<file path="config.mk">
export PLATFORM = sky130hd
export DESIGN_NAME = axi_rd_arbiter
export DESIGN_NICKNAME = d
export VERILOG_FILES = /design/src/rtl/axi_arb_pkg.sv /design/src/rtl/rr_pick.sv /design/src/rtl/axi_rd_arbiter.sv
export SDC_FILE = /design/constraint.sdc
export NUM_CORES = 1
export LEC_CHECK = 0
export ABC_AREA = 1
export CAP_MARGIN = 25
export CORE_MARGIN = 4
export CORE_UTILIZATION = 28
export DETAILED_ROUTE_END_ITERATION = 10
export PLACE_DENSITY = 0.8
export SLEW_MARGIN = 15
export SYNTH_ARGS = -nofsm -noshare
export SYNTH_HDL_FRONTEND = slang
export SYNTH_SLANG_ARGS = --single-unit
</file>
<file path="constraint.sdc">
create_clock -name aclk -period 1.58 [get_ports aclk]
set_input_delay 0.316 -clock aclk [delete_from_list [all_inputs] [get_ports aclk]]
set_output_delay 0.316 -clock aclk [all_outputs]
set_load 0.01 [all_outputs]
</file>
<file path="src/rtl/axi_arb_pkg.sv">
`default_nettype none
// ============================================================================
// Module   : axi_arb_pkg
// Purpose  : Shared types and constants for the AXI4 read-channel arbiter
//            (FSM state encoding, AR sideband tie-off values, grant width).
// Ports    : none (package)
// Revision : 1.0 - initial release
// ============================================================================
package axi_arb_pkg;

  // Width of grant_id / round-robin pointer; covers up to 4 requesters.
  localparam int GRANT_W = 2;

  typedef enum logic [1:0] {
    IDLE = 2'd0,
    ADDR = 2'd1,
    DATA = 2'd2
  } arb_state_t;

  // Downstream AR sideband is not arbitrated; these are fixed values.
  localparam logic       C_ARLOCK  = 1'b0;
  localparam logic [3:0] C_ARCACHE = 4'b0011;  // bufferable + modifiable
  localparam logic [3:0] C_ARQOS   = 4'b0000;

endpackage
`default_nettype wire

</file>
<file path="src/rtl/rr_pick.sv">
`default_nettype none
// ============================================================================
// Module   : rr_pick
// Purpose  : Combinational round-robin picker. Returns the first asserted
//            request found when searching upward from ptr, wrapping modulo
//            NUM_REQ.
// Ports    : req        - request vector
//            ptr        - search start index (must be < NUM_REQ)
//            gnt_onehot - one-hot winner (all zero when no request)
//            gnt_idx    - winner index
//            gnt_valid  - at least one request present
// Revision : 1.0 - initial release
// ============================================================================
module rr_pick
  import axi_arb_pkg::*;
#(
  parameter int NUM_REQ = 2
) (
  input  logic [NUM_REQ-1:0] req,
  input  logic [GRANT_W-1:0] ptr,
  output logic [NUM_REQ-1:0] gnt_onehot,
  output logic [GRANT_W-1:0] gnt_idx,
  output logic               gnt_valid
);

  localparam int SEL_W = (NUM_REQ > 1) ? $clog2(NUM_REQ) : 1;

  logic [SEL_W-1:0] w_idx;

  // Walk offsets from farthest to nearest so the nearest hit to ptr is the
  // last assignment and therefore wins, without needing a loop break.
  always_comb begin
    gnt_onehot = '0;
    gnt_idx    = '0;
    gnt_valid  = 1'b0;
    w_idx      = '0;
    for (int off = NUM_REQ - 1; off >= 0; off--) begin
      w_idx = SEL_W'((int'(ptr) + off) % NUM_REQ);
      if (req[w_idx]) begin
        gnt_valid  = 1'b1;
        gnt_idx    = GRANT_W'(w_idx);
        gnt_onehot = NUM_REQ'(1) << w_idx;
      end
    end
  end

endmodule
`default_nettype wire

</file>
<file path="src/rtl/axi_rd_arbiter.sv">
`default_nettype none
// ============================================================================
// Module   : axi_rd_arbiter
// Purpose  : Shares one downstream AXI4 read channel (AR + R) among NUM_REQ
//            upstream requesters. Round-robin grant held for a whole burst
//            (one outstanding transaction), with ARLEN vs RLAST checking.
// Ports    : aclk, areset        - clock, async active-high reset
//            S_AXI_AR*           - packed per-requester address channels
//            S_AXI_R*            - R data broadcast, RVALID one-hot
//            M_AXI_AR*, M_AXI_R* - downstream read channel
//            busy                - FSM not idle
//            grant_id            - current / most recent grant
//            len_err             - one-cycle pulse on burst-length mismatch
// Revision : 1.0 - initial release
// ============================================================================
module axi_rd_arbiter
  import axi_arb_pkg::*;
#(
  parameter int NUM_REQ            = 2,
  parameter int C_S_AXI_DATA_WIDTH = 64,
  parameter int C_S_AXI_ADDR_WIDTH = 7
) (
  input  logic                              aclk,
  input  logic                              areset,
  // upstream AR, packed per requester
  input  logic [NUM_REQ*C_S_AXI_ADDR_WIDTH-1:0] S_AXI_ARADDR,
  input  logic [NUM_REQ*8-1:0]              S_AXI_ARLEN,
  input  logic [NUM_REQ*3-1:0]              S_AXI_ARSIZE,
  input  logic [NUM_REQ*2-1:0]              S_AXI_ARBURST,
  input  logic [NUM_REQ*3-1:0]              S_AXI_ARPROT,
  input  logic [NUM_REQ-1:0]                S_AXI_ARVALID,
  output logic [NUM_REQ-1:0]                S_AXI_ARREADY,
  // upstream R
  output logic [C_S_AXI_DATA_WIDTH-1:0]     S_AXI_RDATA,
  output logic [1:0]                        S_AXI_RRESP,
  output logic                              S_AXI_RLAST,
  output logic [NUM_REQ-1:0]                S_AXI_RVALID,
  input  logic [NUM_REQ-1:0]                S_AXI_RREADY,
  // downstream AR
  output logic [C_S_AXI_ADDR_WIDTH-1:0]     M_AXI_ARADDR,
  output logic [7:0]                        M_AXI_ARLEN,
  output logic [2:0]                        M_AXI_ARSIZE,
  output logic [1:0]                        M_AXI_ARBURST,
  output logic [2:0]                        M_AXI_ARPROT,
  output logic                              M_AXI_ARLOCK,
  output logic [3:0]                        M_AXI_ARCACHE,
  output logic [3:0]                        M_AXI_ARQOS,
  output logic                              M_AXI_ARVALID,
  input  logic                              M_AXI_ARREADY,
  // downstream R
  input  logic [C_S_AXI_DATA_WIDTH-1:0]     M_AXI_RDATA,
  input  logic [1:0]                        M_AXI_RRESP,
  input  logic                              M_AXI_RLAST,
  input  logic                              M_AXI_RVALID,
  output logic                              M_AXI_RREADY,
  // status
  output logic                              busy,
  output logic [GRANT_W-1:0]                grant_id,
  output logic                              len_err
);

  localparam int AW    = C_S_AXI_ADDR_WIDTH;
  localparam int SEL_W = (NUM_REQ > 1) ? $clog2(NUM_REQ) : 1;

  arb_state_t          r_state;
  arb_state_t          w_state_nxt;
  logic [GRANT_W-1:0]  r_rr_ptr;
  logic [GRANT_W-1:0]  r_grant_id;
  logic [NUM_REQ-1:0]  r_grant_oh;
  logic [7:0]          r_beat_cnt;
  logic                r_late_flagged;  // late-RLAST already reported this burst

  logic [NUM_REQ-1:0]  w_pick_oh;
  logic [GRANT_W-1:0]  w_pick_idx;
  logic                w_pick_valid;
  logic [SEL_W-1:0]    w_sel;
  logic                w_ar_hs;
  logic                w_r_hs;

  // Unpacked per-requester views of the packed AR buses.
  logic [AW-1:0] w_req_addr  [NUM_REQ];
  logic [7:0]    w_req_len   [NUM_REQ];
  logic [2:0]    w_req_size  [NUM_REQ];
  logic [1:0]    w_req_burst [NUM_REQ];
  logic [2:0]    w_req_prot  [NUM_REQ];

  for (genvar gi = 0; gi < NUM_REQ; gi++) begin : g_unpack
    assign w_req_addr[gi]  = S_AXI_ARADDR[gi*AW +: AW];
    assign w_req_len[gi]   = S_AXI_ARLEN[gi*8 +: 8];
    assign w_req_size[gi]  = S_AXI_ARSIZE[gi*3 +: 3];
    assign w_req_burst[gi] = S_AXI_ARBURST[gi*2 +: 2];
    assign w_req_prot[gi]  = S_AXI_ARPROT[gi*3 +: 3];
  end

  rr_pick #(
    .NUM_REQ (NUM_REQ)
  ) u_rr_pick (
    .req        (S_AXI_ARVALID),
    .ptr        (r_rr_ptr),
    .gnt_onehot (w_pick_oh),
    .gnt_idx    (w_pick_idx),
    .gnt_valid  (w_pick_valid)
  );

  assign w_sel         = r_grant_id[SEL_W-1:0];
  assign busy          = (r_state != IDLE);
  assign grant_id      = r_grant_id;
  assign M_AXI_ARLOCK  = C_ARLOCK;
  assign M_AXI_ARCACHE = C_ARCACHE;
  assign M_AXI_ARQOS   = C_ARQOS;

  // Next state and all channel steering. Every output is gated by state so
  // that nothing leaks onto a requester that does not own the channel.
  always_comb begin
    w_state_nxt   = r_state;
    M_AXI_ARADDR  = '0;
    M_AXI_ARLEN   = '0;
    M_AXI_ARSIZE  = '0;
    M_AXI_ARBURST = '0;
    M_AXI_ARPROT  = '0;
    M_AXI_ARVALID = 1'b0;
    S_AXI_ARREADY = '0;
    S_AXI_RVALID  = '0;
    S_AXI_RDATA   = '0;
    S_AXI_RRESP   = '0;
    S_AXI_RLAST   = 1'b0;
    M_AXI_RREADY  = 1'b0;
    len_err       = 1'b0;
    w_ar_hs       = 1'b0;
    w_r_hs        = 1'b0;
    case (r_state)
      IDLE: begin
        if (w_pick_valid) w_state_nxt = ADDR;
      end
      ADDR: begin
        M_AXI_ARADDR  = w_req_addr[w_sel];
        M_AXI_ARLEN   = w_req_len[w_sel];
        M_AXI_ARSIZE  = w_req_size[w_sel];
        M_AXI_ARBURST = w_req_burst[w_sel];
        M_AXI_ARPROT  = w_req_prot[w_sel];
        M_AXI_ARVALID = S_AXI_ARVALID[w_sel];
        S_AXI_ARREADY = r_grant_oh & {NUM_REQ{M_AXI_ARREADY}};
        w_ar_hs       = S_AXI_ARVALID[w_sel] & M_AXI_ARREADY;
        if (w_ar_hs) w_state_nxt = DATA;
      end
      DATA: begin
        S_AXI_RVALID = r_grant_oh & {NUM_REQ{M_AXI_RVALID}};
        S_AXI_RDATA  = M_AXI_RDATA;
        S_AXI_RRESP  = M_AXI_RRESP;
        S_AXI_RLAST  = M_AXI_RLAST;
        M_AXI_RREADY = S_AXI_RREADY[w_sel];
        w_r_hs       = M_AXI_RVALID & S_AXI_RREADY[w_sel];
        if (w_r_hs) begin
          if (M_AXI_RLAST) begin
            // Early RLAST ends the burst anyway; the slave considers it done.
            w_state_nxt = IDLE;
            len_err     = (r_beat_cnt != 8'd0);
          end else if (r_beat_cnt == 8'd0) begin
            // Overrun: keep forwarding until RLAST, report only once.
            len_err = ~r_late_flagged;
          end
        end
      end
      default: w_state_nxt = IDLE;
    endcase
  end

  always_ff @(posedge aclk or posedge areset) begin
    if (areset) r_state <= IDLE;
    else        r_state <= w_state_nxt;
  end

  always_ff @(posedge aclk or posedge areset) begin
    if (areset) begin
      r_rr_ptr       <= '0;
      r_grant_id     <= '0;
      r_grant_oh     <= '0;
      r_beat_cnt     <= '0;
      r_late_flagged <= 1'b0;
    end else begin
      if ((r_state == IDLE) && w_pick_valid) begin
        r_grant_id <= w_pick_idx;
        r_grant_oh <= w_pick_oh;
      end
      if (w_ar_hs) begin
        r_beat_cnt     <= w_req_len[w_sel];
        r_late_flagged <= 1'b0;
        // Pointer moves past the winner only once its address is accepted.
        r_rr_ptr <= (r_grant_id == GRANT_W'(NUM_REQ - 1)) ? '0
                                                          : r_grant_id + GRANT_W'(1);
      end
      if (w_r_hs && !M_AXI_RLAST) begin
        if (r_beat_cnt != 8'd0) r_beat_cnt     <= r_beat_cnt - 8'd1;
        else                    r_late_flagged <= 1'b1;
      end
    end
  end

endmodule
`default_nettype wire

</file>
==> results_dict.tcl, run 1 <==
set metrics [dict create \
    nFillCells 513 \
    crit_required_ns 1.26 \
    start_util 0.292 \
    syn_inst 399 \
    portBuffers 219 \
    cts-buffers-inserted 3 \
    reg2regPathDepth 8 \
    post-route-util 0.755 \
    startpoint_type "flop" \
    drt-wirelength-per-cell_um 16.0 \
    worstSetupEndpoint "len_err" \
    cp_num_cells 9 \
    fin_crit_ns 1.82 \
    reg2reg_from "r_state[1]$_DFFE_PP0P_" \
    nNetsFinal 793 \
    worst_slack_ns -0.242 \
    detailed_place.area_um2 4540 \
    final_common_cell "clkdlybuf4s50_1" \
    powerDensity_nw_per_um2 1360 \
    grt_util_all_layers 0.233 \
    rows 30 \
    cts_root_buf "clkbuf_8" \
    vias 3506 \
    routed_wl_um 12200 \
    area_growth_pct 159 \
    coreArea_um2 6910 \
    path_max_fanout 3 \
    synth_cell_types 27 \
    first_iter_violations 120 \
    seq_area_frac_synth 0.174 \
    yosys-top-cells-area "nor2_1 19%, nand2_1 19%, dfrtp_1 17%" \
    critPathKind "reg -> out" \
    grt_pass1_wl_um 16200 \
    cts_hold_buf 0 \
    clkSinkCount 14 \
    htreeDepth 1 \
    antenna_found_initial 0 \
    fmax_mhz 549 \
    drv_cap 0 \
    vias_per_cell 4.58 \
    report.final.slew_viol_count 0 \
    die-area_um2 8620 \
    cp_cell_sequence "inv_1 > ha_1 > nand2_2 > nor2_4 > inv_2 > nor2_2 > nor2_1 > nor2_1 > buf_2" \
    die_x_um 92.9 \
    violations "negative setup slack" \
    reg2reg_to "r_beat_cnt[5]$_DFF_PP0_" \
    status "finished, violations left" \
    postSynthAreaPerCell_um2 5.05 \
    hold_viol_final 0 \
    clkLatencyLatePin_ns 0.26 \
    drive_gt1_frac 0.459 \
    cts_buffer_depth 2 \
    drc 0 \
    worstSetupStartpoint "r_beat_cnt[1]$_DFF_PP0_" \
    drtAntennaViolNets 0 \
    ys_warn_count 0 \
    drtPass1Iterations 4 \
    cts_tree "done" \
    use_met3 0.0569 \
    grt_use_met1 0.256 \
    diodes 0 \
    grt_busiest_layer "met2" \
    synth_top_area_frac 0.194 \
    path_clk_slew_ns 0.07 \
    r2r_slack_ns 0 \
    hpwlAfterDp_um 8380 \
    io_pins 230 \
    leakage_uw 0.00284 \
    crit_slowest_cell "dfrtp_1" \
    grt_setup_unrepaired "true" \
    grt_pass1_vias 3360 \
    cpPeakStageDelay_ns 0.38 \
    finClkSkew_ns 0.00340 \
    cp.arrival_ns 1.51 \
    final_area_um2 5220 \
    gp_congestion 0.922 \
    fin_crit_sh 1.15 \
    cp_common_cell "nor2_1" \
    vdd_drop_max_v 0.00101 \
    min_path_type "in -> async" \
    final-setup-viol-count 89 \
    grtUsageMet2 0.440 \
    ys_seq_elements 14 \
    gr-total-overflow 0 \
    endpoint_kind "primary output" \
    critical-path-top-delay-family "simple AND/OR/NAND/NOR gates" \
    chipHeight_um 92.9 \
    whs_ns 0.358 \
    yosys.area.top_type "nor2_1" \
    most-common-layout-cells "119 x clkdlybuf4s50_1, 87 x inv_1, 77 x buf_2, 66 x nand2_1, 48 x nor2_1" \
    grt_start_max_net_pins 23 \
    path_buf_inv 3 \
    syn_area_um2 2020 \
]
-- layout make-up --
cell class / count / area, um^2 / share of cell area
Timing Repair Buffer: 279 / 2510 / 0.480
Multi-Input combinational cell: 277 / 1810 / 0.347
Inverter: 95 / 372 / 0.0712
Sequential cell: 14 / 354 / 0.0679
Tap cell: 96 / 120 / 0.0230
Clock buffer: 4 / 55.1 / 0.0106
-- cell families after synthesis --
family | count (synthesis) | synth area share
XOR/XNOR | 3 | 0.0130
other | 2 | 0.00372
AND/OR/NAND/NOR | 225 | 0.450
flip-flops | 14 | 0.174
adder cells (fa/ha/maj) | 2 | 0.0124
AO/OA/AOI/OAI | 32 | 0.0869
buffers and inverters | 121 | 0.260
-- power by group --
part,internal (uW),switching [uW]
logic,2840,3190
clock network,222,158
registers,527,174
total,3590,3520
-- worst min path at each step --
stage                               endpoint  slack (ns)  cells past startpoint
finish              r_late_flagged$_DFF_PP0_        0.36                      3
floorplan            grant_id[0]$_DFFE_PP0P_        0.21                      1
CTS                  r_beat_cnt[5]$_DFF_PP0_        0.38                      3
detailed placement  r_late_flagged$_DFF_PP0_        0.50                      2
global route         r_rr_ptr[0]$_DFFE_PP0P_        0.40                      3
global placement    r_late_flagged$_DFF_PP0_        0.47                      2
-- state kept, by name, summed over array words and instances (netlist names) --
register,count
r_late_flagged,1
r_rr_ptr,1
r_grant_oh,1
r_beat_cnt,8
r_state,2
grant_id,1
-- cells in the mapped netlist --
master	instances
nand2_4	1
a21oi_2	3
nand3b_1	1
dfrtp_1	14
nand3_2	2
nand2_2	4
nand2_1	100
nor3_1	4
nor2_4	2
inv_2	7
a21oi_1	22
clkbuf_1	4
o22ai_1	1
o21ai_0	3
o21bai_1	1
buf_2	5
buf_1	3
inv_1	88
ha_1	2
xor2_1	3
nor2_1	104
nand4_1	1
buf_4	11
nand3_1	6
o21ai_1	2
conb_1	2
buf_6	3
-- metrics by stage --
stage | instances | setup TNS, ns | setup slack, ns | power [uW]
floorplan | 407 | 0 | 0.0932 | 2710
detailed placement | 737 | -24.40 | -0.546 | 5110
CTS | 755 | -1.96 | -0.162 | 5810
finish | 765 | -5.44 | -0.242 | 7100
global route | 765 | -8.46 | -0.349 | 7530
global placement | 737 | -23.60 | -0.508 | 5060
-- timing repair --
action / 4_1_cts / 5_1_grt
gates resized for setup: 446 / 166
gates cloned: 5 / 6
endpoints found under the setup margin: 99 / 105
setup buffers: 10 / 6
pin swaps: 13 / 33
-- worst min-delay path: stages --
cell and delay, ns:
clkdlybuf4s50_1 0.39, inv_1 0.05, buf_4 0.22
-- per-layer routing --
layer / up-vias / wire length, um
met5: - / 0
met4: 0 / 319
met3: 35 / 1150
met2: 198 / 6290
met1: 1604 / 4470
li1: 1669 / -
No activity file was read; power rests on OpenSTA's default activity.
==> inputs of run 2 (changes only) <==
==> constraint.sdc (replaced) <==
create_clock -name aclk -period 1.58 [get_ports aclk]
set_input_delay 0.316 -clock aclk [delete_from_list [all_inputs] [get_ports aclk]]
set_output_delay 0.316 -clock aclk [all_outputs]
set_load 0.02 [all_outputs]
==> run 2 against run 1 <==
Against the previous run: the flow still finishes with violations (negative setup slack); via count up 6.8%; largest power group unchanged; sequential power up 5.7%; critical path depth down 1; count of clock-buffer cells in the layout down 1; maximum frequency down 1.3%; global-route usage down 1.4 points; wire length up 17%; combinational power up 27%; critical endpoint unchanged; total power up 23%; clock skew down 0.0015 ns.
==> results_dict.tcl, run 2 (synthesis results as in run 1) <==
set metrics [dict create \
    status "finished, violations left" \
    violations "negative setup slack" \
    nFillCells 302 \
    grt_pass1_wl_um 15200 \
    crit_slowest_cell "clkdlybuf4s50_1" \
    whs_ns 0.375 \
    largest_reg_flops 8 \
    top_register "r_beat_cnt" \
    critical-path-top-delay-family "buffers and inverters" \
    endpoint_kind "primary output" \
    cts_hold_buf 0 \
    clkSinkCount 14 \
    path_buf_inv 3 \
    finClkSkew_ns 0.00189 \
    htreeDepth 1 \
    grt_setup_unrepaired "true" \
    drtAntennaViolNets 0 \
    hpwlAfterDp_um 8180 \
    path_clk_slew_ns 0.06 \
    cts_buffer_depth 2 \
    cp.arrival_ns 1.53 \
    report.final.slew_viol_count 0 \
    startpoint_type "primary input" \
    most-common-layout-cells "119 x clkdlybuf4s50_1, 101 x buf_6, 86 x inv_1, 75 x nand2_1, 69 x nor2_4" \
    die-area_um2 8620 \
    largestRegisters "r_beat_cnt (8), r_state (2)" \
    portBuffers 219 \
    grt_pass1_vias 3097 \
    vdd_drop_max_v 0.00106 \
    first_iter_violations 140 \
    clkLatencyLatePin_ns 0.25 \
    drv_cap 0 \
    reg2reg_from "r_state[1]$_DFFE_PP0P_" \
    worstSetupStartpoint "S_AXI_RREADY[1]" \
    area_growth_pct 205 \
    critPathKind "in -> out" \
    cts-buffers-inserted 3 \
    worst_slack_ns -0.266 \
    final-setup-viol-count 105 \
    coreArea_um2 6910 \
    cpPeakStageDelay_ns 0.51 \
    total_power_uw 8720 \
    rows 30 \
    cp_common_cell "nor2_2" \
    diodes 0 \
    fin_crit_sh 1.17 \
    fmax_mhz 542 \
    drive_gt1_frac 0.482 \
    vias 3744 \
    drt-wirelength-per-cell_um 18.4 \
    cts_tree "done" \
    leakage_uw 0.00299 \
    antenna_found_initial 0 \
    path_max_fanout 2 \
    min_path_type "in -> async" \
    drtPass1Iterations 5 \
    gp_congestion 0.848 \
    crit_required_ns 1.26 \
    nNetsFinal 805 \
    hold_viol_final 0 \
    chipHeight_um 92.9 \
    post-route-util 0.889 \
    start_util 0.292 \
    cp_cell_sequence "clkdlybuf4s50_1 > inv_1 > nand2_1 > nand3_2 > nor2_2 > o21ai_2 > nor2_2 > buf_6" \
    dp.cells 731 \
    vias_per_cell 4.82 \
    drc 0 \
    io_pins 230 \
    final_common_cell "clkdlybuf4s50_1" \
    grt_util_all_layers 0.219 \
    die_x_um 92.9 \
    grt_start_max_net_pins 28 \
    gr-total-overflow 0 \
    final_cells 776 \
    fin_crit_ns 1.85 \
    cts_root_buf "clkbuf_8" \
    powerDensity_nw_per_um2 1420 \
    routed_wl_um 14300 \
]
[run 2: changes by cell type in the layout (fill, tap and decap cells not counted), moves of 5 or more]
cell / change
buf_12: +5
buf_2: -77
buf_4: +12
buf_6: +71
clkbuf_16: +5
nand2_1: +9
nand2_4: -8
nor2_1: -18
nor2_2: -36
nor2_4: +54
[run 2: final cells by class]
type | count | area [um^2] | area share
Inverter | 95 | 367 | 0.0597
Clock buffer | 3 | 41.3 | 0.00672
Tap cell | 96 | 120 | 0.0196
Sequential cell | 14 | 354 | 0.0576
Multi-Input combinational cell | 275 | 2070 | 0.337
Timing Repair Buffer | 293 | 3190 | 0.519
[run 2: repair_timing]
item,in CTS,in global routing
pin swaps,5,28
cloned,2,13
resized for setup,460,348
setup endpoints to repair,99,108
setup buffers,3,24
[run 2: metal layers]
metal  vias to the layer above  global-route usage  wire length [um]
li1                       1690                   -                 -
met1                      1767               0.229              4650
met2                       238               0.425              7510
met3                        49              0.0585              1370
met4                         0              0.0611               731
met5                         -                   0                 0
[run 2: final timing paths]
path	endpoint	slack, ns	cells past startpoint
min in group aclk	r_late_flagged$_DFF_PP0_	0.51	3
worst min register to register	r_late_flagged$_DFF_PP0_	0.52	2
worst max register to register	r_beat_cnt[2]$_DFF_PP0_	-0.14	9
worst min-delay path	r_beat_cnt[1]$_DFF_PP0_	0.38	3
max in group asynchronous	grant_id[0]$_DFFE_PP0P_	1.01	3
worst max-delay path	len_err	-0.27	8
[run 2: power by group]
part	switching [uW]	total [uW]	internal (uW)
sequential	214	741	527
combinational	4070	7660	3590
clock	144	314	170
[run 2: worst register-to-register path: stages (launching register included)]
cell       delay [ns]
dfrtp_2          0.53
nand2_8          0.12
buf_6            0.14
clkbuf_16        0.16
nor2_1           0.12
nand3_2          0.13
nor2_4           0.15
buf_4            0.16
nor2_1           0.05
nor2_1           0.09
[run 2: through the flow]
step / setup WS [ns] / TNS [ns] / cell area (um^2)
2_1_floorplan: -0.0389 / -0.0806 / 2080
3_3_place_gp: -0.683 / -27.91 / 4520
3_5_place_dp: -0.704 / -29.12 / 4520
4_1_cts: -0.258 / -10.78 / 4510
5_1_grt: -0.325 / -18.25 / 6140
6_report: -0.266 / -13.55 / 6140
==> inputs of run 3 (changes only) <==
--- a/config.mk
+++ b/config.mk
@@ -6,6 +6,7 @@
 export NUM_CORES = 1
 export LEC_CHECK = 0
 export ABC_AREA = 1
+export ABC_CLOCK_PERIOD_IN_PS = 1580
 export CAP_MARGIN = 25
 export CORE_MARGIN = 4
 export CORE_UTILIZATION = 28
==> results of run 3 <==
The final DEF is identical to that of run 2; final timing and power are the same.
